--- src/rtl/dual_issue_dispatch.sv ---
// Issue stage: in-order FIFO that sends up to two instructions per cycle to the
// dual-lane execute stage, putting a NOP in lane2 whenever pairing is unsafe.
module dual_issue_dispatch #(
  parameter int DEPTH = 4,
  parameter int CNT_W = 16
) (
  input  logic             clk,
  input  logic             reset,
  input  logic             in_valid,
  input  logic [31:0]      in_instr,
  output logic             in_ready,
  input  logic             out_ready,
  output logic [31:0]      instr1_out,
  output logic [31:0]      instr2_out,
  output logic             valid1_out,
  output logic             valid2_out,
  output logic [CNT_W-1:0] dual_cnt,
  output logic [CNT_W-1:0] single_cnt
);

  localparam int PW = $clog2(DEPTH);
  localparam int CW = PW + 1;

  logic [31:0]   fifo_mem [DEPTH];
  logic [PW-1:0] head, tail, head1;
  logic [CW-1:0] count;

  logic [31:0]   instr_a, instr_b;
  logic [4:0]    a_dest, b_dest;
  logic          raw, waw, pair_ok, push, issue;
  logic [1:0]    pop_n;

  // Destination register; $0 is reported as 0, which doubles as "none".
  function automatic logic [4:0] dest_of(input logic [31:0] i);
    logic [4:0] d;
    d = 5'd0;
    case (i[31:26])
      6'h00:                                    d = i[15:11];
      6'h08, 6'h09, 6'h0C, 6'h0D, 6'h0F, 6'h23: d = i[20:16];
      default:                                  d = 5'd0;
    endcase
    return d;
  endfunction

  function automatic logic reads_rs(input logic [5:0] op);
    return op inside {6'h00, 6'h08, 6'h09, 6'h0C, 6'h0D, 6'h23, 6'h2B, 6'h04, 6'h05};
  endfunction

  function automatic logic reads_rt(input logic [5:0] op);
    return op inside {6'h00, 6'h2B, 6'h04, 6'h05};
  endfunction

  function automatic logic is_mem(input logic [5:0] op);
    return op inside {6'h23, 6'h2B};
  endfunction

  function automatic logic is_ctl(input logic [5:0] op);
    return op inside {6'h02, 6'h03, 6'h04, 6'h05};
  endfunction

  assign head1    = head + 1'b1;
  assign instr_a  = fifo_mem[head];
  assign instr_b  = fifo_mem[head1];
  assign in_ready = (count != CW'(DEPTH));
  assign push     = in_valid && in_ready;

  always_comb begin
    a_dest  = dest_of(instr_a);
    b_dest  = dest_of(instr_b);
    raw     = 1'b0;
    waw     = 1'b0;
    pair_ok = 1'b0;
    issue   = 1'b0;
    pop_n   = 2'd0;
    if (a_dest != 5'd0) begin
      raw = (reads_rs(instr_b[31:26]) && (instr_b[25:21] == a_dest)) ||
            (reads_rt(instr_b[31:26]) && (instr_b[20:16] == a_dest));
      waw = (b_dest == a_dest);
    end
    pair_ok = (count >= CW'(2)) && !raw && !waw &&
              !(is_mem(instr_a[31:26]) && is_mem(instr_b[31:26])) &&
              !is_ctl(instr_a[31:26]);
    if (out_ready && (count != '0)) begin
      issue = 1'b1;
      pop_n = pair_ok ? 2'd2 : 2'd1;
    end
  end

  // Storage needs no reset: zeroing tail and count makes old entries unreachable.
  always_ff @(posedge clk) begin
    if (!reset && push) fifo_mem[tail] <= in_instr;
  end

  always_ff @(posedge clk) begin
    if (reset) begin
      head       <= '0;
      tail       <= '0;
      count      <= '0;
      instr1_out <= 32'h0;
      instr2_out <= 32'h0;
      valid1_out <= 1'b0;
      valid2_out <= 1'b0;
      dual_cnt   <= '0;
      single_cnt <= '0;
    end else begin
      if (push) tail <= tail + 1'b1;
      head  <= head + PW'(pop_n);
      count <= count + CW'(push) - CW'(pop_n);
      if (out_ready) begin
        if (!issue) begin
          instr1_out <= 32'h0;
          instr2_out <= 32'h0;
          valid1_out <= 1'b0;
          valid2_out <= 1'b0;
        end else if (pair_ok) begin
          instr1_out <= instr_a;
          instr2_out <= instr_b;
          valid1_out <= 1'b1;
          valid2_out <= 1'b1;
          dual_cnt   <= dual_cnt + CNT_W'(1);
        end else begin
          instr1_out <= instr_a;
          instr2_out <= 32'h0;
          valid1_out <= 1'b1;
          valid2_out <= 1'b0;
          single_cnt <= single_cnt + CNT_W'(1);
        end
      end
    end
  end

endmodule

--- config.mk ---
export PLATFORM = sky130hd
export DESIGN_NAME = dual_issue_dispatch
export DESIGN_NICKNAME = d
export VERILOG_FILES = /design/src/rtl/dual_issue_dispatch.sv
export SDC_FILE = /design/constraint.sdc
export NUM_CORES = 1
export LEC_CHECK = 0
export ABC_AREA = 1
export CORE_ASPECT_RATIO = 0.7
export CORE_MARGIN = 1.5
export CORE_UTILIZATION = 35
export CTS_CLUSTER_SIZE = 30
export DETAILED_ROUTE_END_ITERATION = 8
export HOLD_SLACK_MARGIN = 0.02
export PLACE_DENSITY = 0.62
export SLEW_MARGIN = 15
export SYNTH_ARGS = -nofsm -noshare
export SYNTH_HDL_FRONTEND = slang
export SYNTH_SLANG_ARGS = --single-unit
--- constraint.sdc ---
create_clock -name clk -period 9.4 [get_ports clk]
set_clock_uncertainty 0.2 [all_clocks]
set_input_delay 1.88 -clock clk [delete_from_list [all_inputs] [get_ports clk]]
set_output_delay 1.88 -clock clk [all_outputs]
set_load 0.1 [all_outputs]
Word-level counts from Yosys, hierarchy flattened
Memories as Yosys holds them, arrays and structs flattened. A register that Yosys moved wholly into a read port is not among the register bits.
Cells that the tools add are included.
- $add $sub $neg: 7
- order comparisons: 1
- equality and inequality tests: 24
- mux-type cells: 16
- bitwise operators: 1
- reduce and logical (&&, ||, !) cells: 29
- operators with widths (kind ; number):
    $mux W32 ; 3
    $eq A6 B4 Y1 const B ; 10
    $add A16 B1 Y16 const B ; 2
    $eq A6 B3 Y1 const B ; 4
    $eq A6 B6 Y1 const B ; 4
    $pmux W5 S2 ; 2
    $eq A5 B5 Y1 ; 3
    $eq A6 B2 Y1 const B ; 2
    $logic_not A6 Y1 ; 2
    $reduce_or A6 Y1 ; 2
    $logic_and A1 B1 Y1 ; 10
    $reduce_bool A9 Y1 ; 1
    $mux W1 ; 8
    $reduce_bool A4 Y1 ; 2
    $mux W2 ; 3
    $reduce_and A3 Y1 ; 2
    $logic_not A1 Y1 ; 5
    $reduce_bool A5 Y1 ; 1
    $add A2 B1 Y2 const B ; 2
    $reduce_bool A2 Y1 ; 2
    $add A3 B1 Y3 ; 1
    $ge A3 B2 Y1 const B ; 1
    $ne A3 B3 Y1 const B ; 1
    $reduce_bool A3 Y1 ; 1
    4 further kinds ; 4
- flip-flop bits (word level): 105
- RAM bits: 128
- memories: 1
- memory list (memory ; words ; bits a word ; read ports ; clocked after memory_dff ; write ports ; RTL line ; text):
    fifo_mem ; 4 ; 32 ; 2 ; 1 ; 1 ; 24 ; logic [31:0] fifo_mem [DEPTH];

Depth between registers and ports, before layout
- depth after elaboration: 16
- mapped depth: 32
- mapped depth without buffers: 29

Least setup slack after synthesis
Ideal clock, no wire load.
- path kind: input -> register
- start: in in_valid
- end: mem fifo_mem[0][0], enable pin
- setup time: 421 ps
- data arrival time: 3585 ps
- data required time: 8779 ps
- slack: 5194 ps
- stages on the path: 4
- cell sequence: nand2_1 inv_1 nand2_1 nor2_1
- word-level cells in the longest chain between the ends: 4
- ends and longest elaborated chain (what ; RTL line ; text):
    from (decl) ; 9 ; input logic in_valid,
    $logic_and A1 B1 Y1 ; 65 ; assign push = in_valid && in_ready;
    $logic_and A1 B1 Y1 ; 91 ; if (!reset && push) fifo_mem[tail] <= in_instr;
    $mux W1 ; 91 ;
    $mux W1 (implied by the code) ; 91 ;
    to (decl) ; 24 ;
Every way passes these cells.

Worst setup path in the final report
- start: reg head[0]
- end: reg count[2]
- word-level cells in the longest chain between the ends: 15
- ends and longest elaborated chain (what ; RTL line ; text):
    from (decl) ; 25 ; logic [PW-1:0] head, tail, head1;
    from (signal assigned) ; 107 ; head <= head + PW'(pop_n);
    $add A2 B1 Y2 (*) ; 61 ; assign head1 = head + 1'b1;
    $mem_v2 Z4 W32 (*) ; - ;
    branches (longest 8 deep; another with $eq A6 B4 Y1) ; - ;
    $logic_and A1 B1 Y1 (*) ; 80 ; pair_ok = (count >= CW'(2)) && !raw && !waw &&
    $logic_and A1 B1 Y1 (*) ; 81 ; !(is_mem(instr_a[31:26]) && is_mem(instr_b[31:26])) &&
    $mux W2 (*) ; 85 ; pop_n = pair_ok ? 2'd2 : 2'd1;
    $mux W2 (*) ; 83 ; if (out_ready && (count != '0)) begin
    $sub A3 B2 Y3 (*) ; 108 ; count <= count + CW'(push) - CW'(pop_n);
    to (signal assigned) ; 108 ;
    to (decl) ; 26 ; logic [CW-1:0] count;
Mark *: on every way between the ends.
A chain may end at the register's enable or synchronous reset.

==> key figures <==
Synth
  – Most frequent cell after synthesis: nand2_1
  – Sequential-to-total area share from yosys stat: 53.5%
  – Yosys cell types: 39
  – Yosys reg bits: 233
  – Syn Nets: 1355
  – Dominant synthesized flop cell: edfxtp_1
  – Post-synth EDFFs: between 100 and 150
  – Most area-hungry cell type in the Yosys netlist: edfxtp_1
  – Syn_area_per_cell: 8.48 sq um
  – Synth top area cells: edfxtp_1 (35%), dfxtp_1 (19%), nand2_1 (13%)
  – Async SR Flop Fraction: 0%
  – Warnings, synthesis: 0
  – Top cell type's share of synthesized area: between 30% and 40%
  – Post-Syn Area: 11100 sq um
  – Most frequent cells after synthesis: nand2_1 (378), a21oi_1 (132), edfxtp_1 (128)
  – Mapped Cells: 1310

Pwr
  – Internal: approximately 2.3 mW
  – Gate power share: between 40% and 50%
  – Leakage power: 5.02 nW
  – Switching power: 2.19 mW
  – Flop pwr share: 28.0%
  – Switching part of the total: 48.5%
  – Clock power frac: 22.5%
  – Maximum VDD drop: 247 uV
  – Power per cell area: 335 nW/um^2

Die
  – FP Rows: 54
  – Ports: 135
  – CORE AREA: around 31000 sq um
  – Die Height: 152 um
  – Die area: around 33000 sq um
  – DIE WIDTH: approximately 220 um
  – Initial Util: between 30% and 40%

Route
  – Vias post-DR: 9475
  – DR vias/cell: ~5.2
  – Wire per inst: 17.6 um
  – DRC: 0
  – DRT iter0 DRCs: ~1200
  – Detail Route Antenna Nets: 0
  – Post-Route WL: 32200 um
  – First drt pass iteration count: 6

Worst setup path
  – Worst EP arrival: 6.71 ns
  – Worst setup EP type: flip-flop
  – Most frequent CP cell: nand2_2
  – Max stage delay on crit path: roughly 0.66 ns
  – Worst Setup Path Type: reg -> reg
  – Crit path launch type: flip-flop
  – R2R setup slack: ~2.9 ns
  – CP delay by family, top: simple AND/OR/NAND/NOR gates
  – Worst Path Max Fanout: ~110
  – Crit path buffers/inverters: 6
  – WP data required: between 9 and 10 ns
  – CP max stage cell: buf_4

Min path
  – Worst min-delay path category: reg -> reg

Placement
  – Instance area at placement: 12700 sq um
  – Detailed placement HPWL: 21300 um
  – IO buf count: 134
  – Routability cong.: 0.895

Clock network
  – CTS Buf Count: 23
  – Clk Latency, worst-skew pair: around 0.52 ns
  – Root Buffer: clkbuf_16
  – CTS sink count: 233
  – CTS clock-pin slew for the worst setup and hold paths: 0.06 ns
  – Postcts setup bufs: 0
  – Depth of the CTS H-tree: 1
  – Post-CTS Hold Buffers: 0
  – CTS Buffer Depth: 3
  – CTS tree: built
  – Post_cts resized: 0

Layout
  – Nets: about 1400
  – Finished Core Util: 43.2%
  – Growth of design area from synthesis to finish: 21.4%
  – Design Area, Final: 13500 sq um
  – Antenna Cells: 0
  – Layout cells sized above 1: 6.36%

Timing
  – Least-Margin Pin Slew: approximately 1.1 ns
  – Relative slew slack: 25.3%
  – Unrepaired setup endpoints after global routing: false
  – Final Hold Viols: 0
  – Setup tns final: 0 ns
  – Fmax: 154 MHz
  – Setup violators final: 0
  – Crit share post-route: between 60 and 70%
  – Max-slew violations: 0
  – Fin crit period: 6.51 ns

GRT
  – GR Overflow Total: 0
  – Largest net degree at the start of global routing: 110
  – Vias in the first global route: 8961
  – Initial antenna violation count: 0
  – Total track usage: 19.7%
  – First-pass GRT wire length: 51500 um

Outcome
  – Status: finished clean

Flow run
  – Max_cap viols: 0
==> worst paths after layout <==
kind / startpoint / endpoint / cells past startpoint
hold reg to reg: instr1_out[2] / instr1_out[2] / 2
setup reg to reg: head[0] / count[2] / 25
setup / recovery: head[0] / count[2] / 25
hold / removal: instr1_out[2] / instr1_out[2] / 2
==> placed cells by master, fill, tap and decap left out, types with 7 or more instances in the layout <==
master / n
nand2_1: 378
a21oi_1: 132
clkdlybuf4s50_1: 132
edfxtp_1: 128
nand3_1: 104
dfxtp_1: 104
inv_1: 91
o21ai_0: 64
nor2_1: 52
nand4_1: 52
clkbuf_16: 26
xor2_1: 20
nand2_2: 17
buf_4: 11
o22ai_1: 8
ha_1: 8
nor4_1: 7
nor3_1: 7
a31oi_1: 7
==> power by group through the flow <==
| stage | Sequential (mW) | Combinational [mW] | Clock [mW] |
|---|---|---|---|
| finish | 1.27 | 2.24 | 1.02 |
| global route | 1.28 | 2.43 | 1.09 |
| CTS | 1.27 | 2.22 | 1.04 |
| floorplan | 1.81 | 1.24 | 0 |
| global placement | 1.29 | 2.19 | 0 |
| detailed placement | 1.29 | 2.22 | 0 |
==> layer usage <==
layer / track usage, % / up-vias / share of wire [%] / routed length (um)
met2: 30.2 / 346 / 43 / 13800
met1: 29.0 / 4451 / 48 / 15500
li1: - / 4636 / - / -
met5: 0 / - / 0 / 0
met4: 3.57 / 0 / 1.8 / 566
met3: 3.80 / 42 / 7.2 / 2310
==> metrics by stage <==
| stage | hold WS, ns | setup WS (ns) | power, mW | cells |
|---|---|---|---|---|
| 4_1_cts | 0.269 | 3.02 | 4.54 | 1834 |
| 6_report | 0.269 | 2.89 | 4.53 | 1834 |
| 3_5_place_dp | 0.258 | 3.05 | 3.51 | 1793 |
| 3_3_place_gp | 0.253 | 3.21 | 3.48 | 1793 |
| 2_1_floorplan | 0.243 | 5.19 | 3.05 | 1310 |
| 5_1_grt | 0.287 | 2.35 | 4.80 | 1834 |
==> flip-flops by register name (all words and copies together) (netlist names) <==
name,flops
valid2_out,1
count,3
instr1_out,32
dual_cnt,16
fifo_mem,128
head,2
valid1_out,1
single_cnt,16
instr2_out,32
tail,2
==> layout make-up <==
| cell class | count | area, sq um |
|---|---|---|
| multi-input cells | 900 | 4400 |
| well taps | 420 | 526 |
| fillers | 2988 | 17700 |
| inverters | 96 | 368 |
| repair buffers | 144 | 1410 |
| flip-flops and latches | 233 | 5950 |
| clock inverters | 12 | 173 |
| clock buffers | 29 | 672 |
==> tightest hold or removal path, cell delays in order, from the launching register on <==
cell	delay, ns
dfxtp_1	0.31
nand2_1	0.06
a21oi_1	0.05
==> logic make-up after synthesis <==
family                     after synthesis  share of synthesized area [%]
xor gates and xnor gates                25                           1.97
adders and majority gates                9                           1.08
and+or+nand+nor                        633                           25.0
buffers and inverters                  177                           7.10
AOI/OAI and AO/OA                      233                           11.3
DFF                                    233                           53.5
Note: power is estimated with default switching activity, not from simulation.
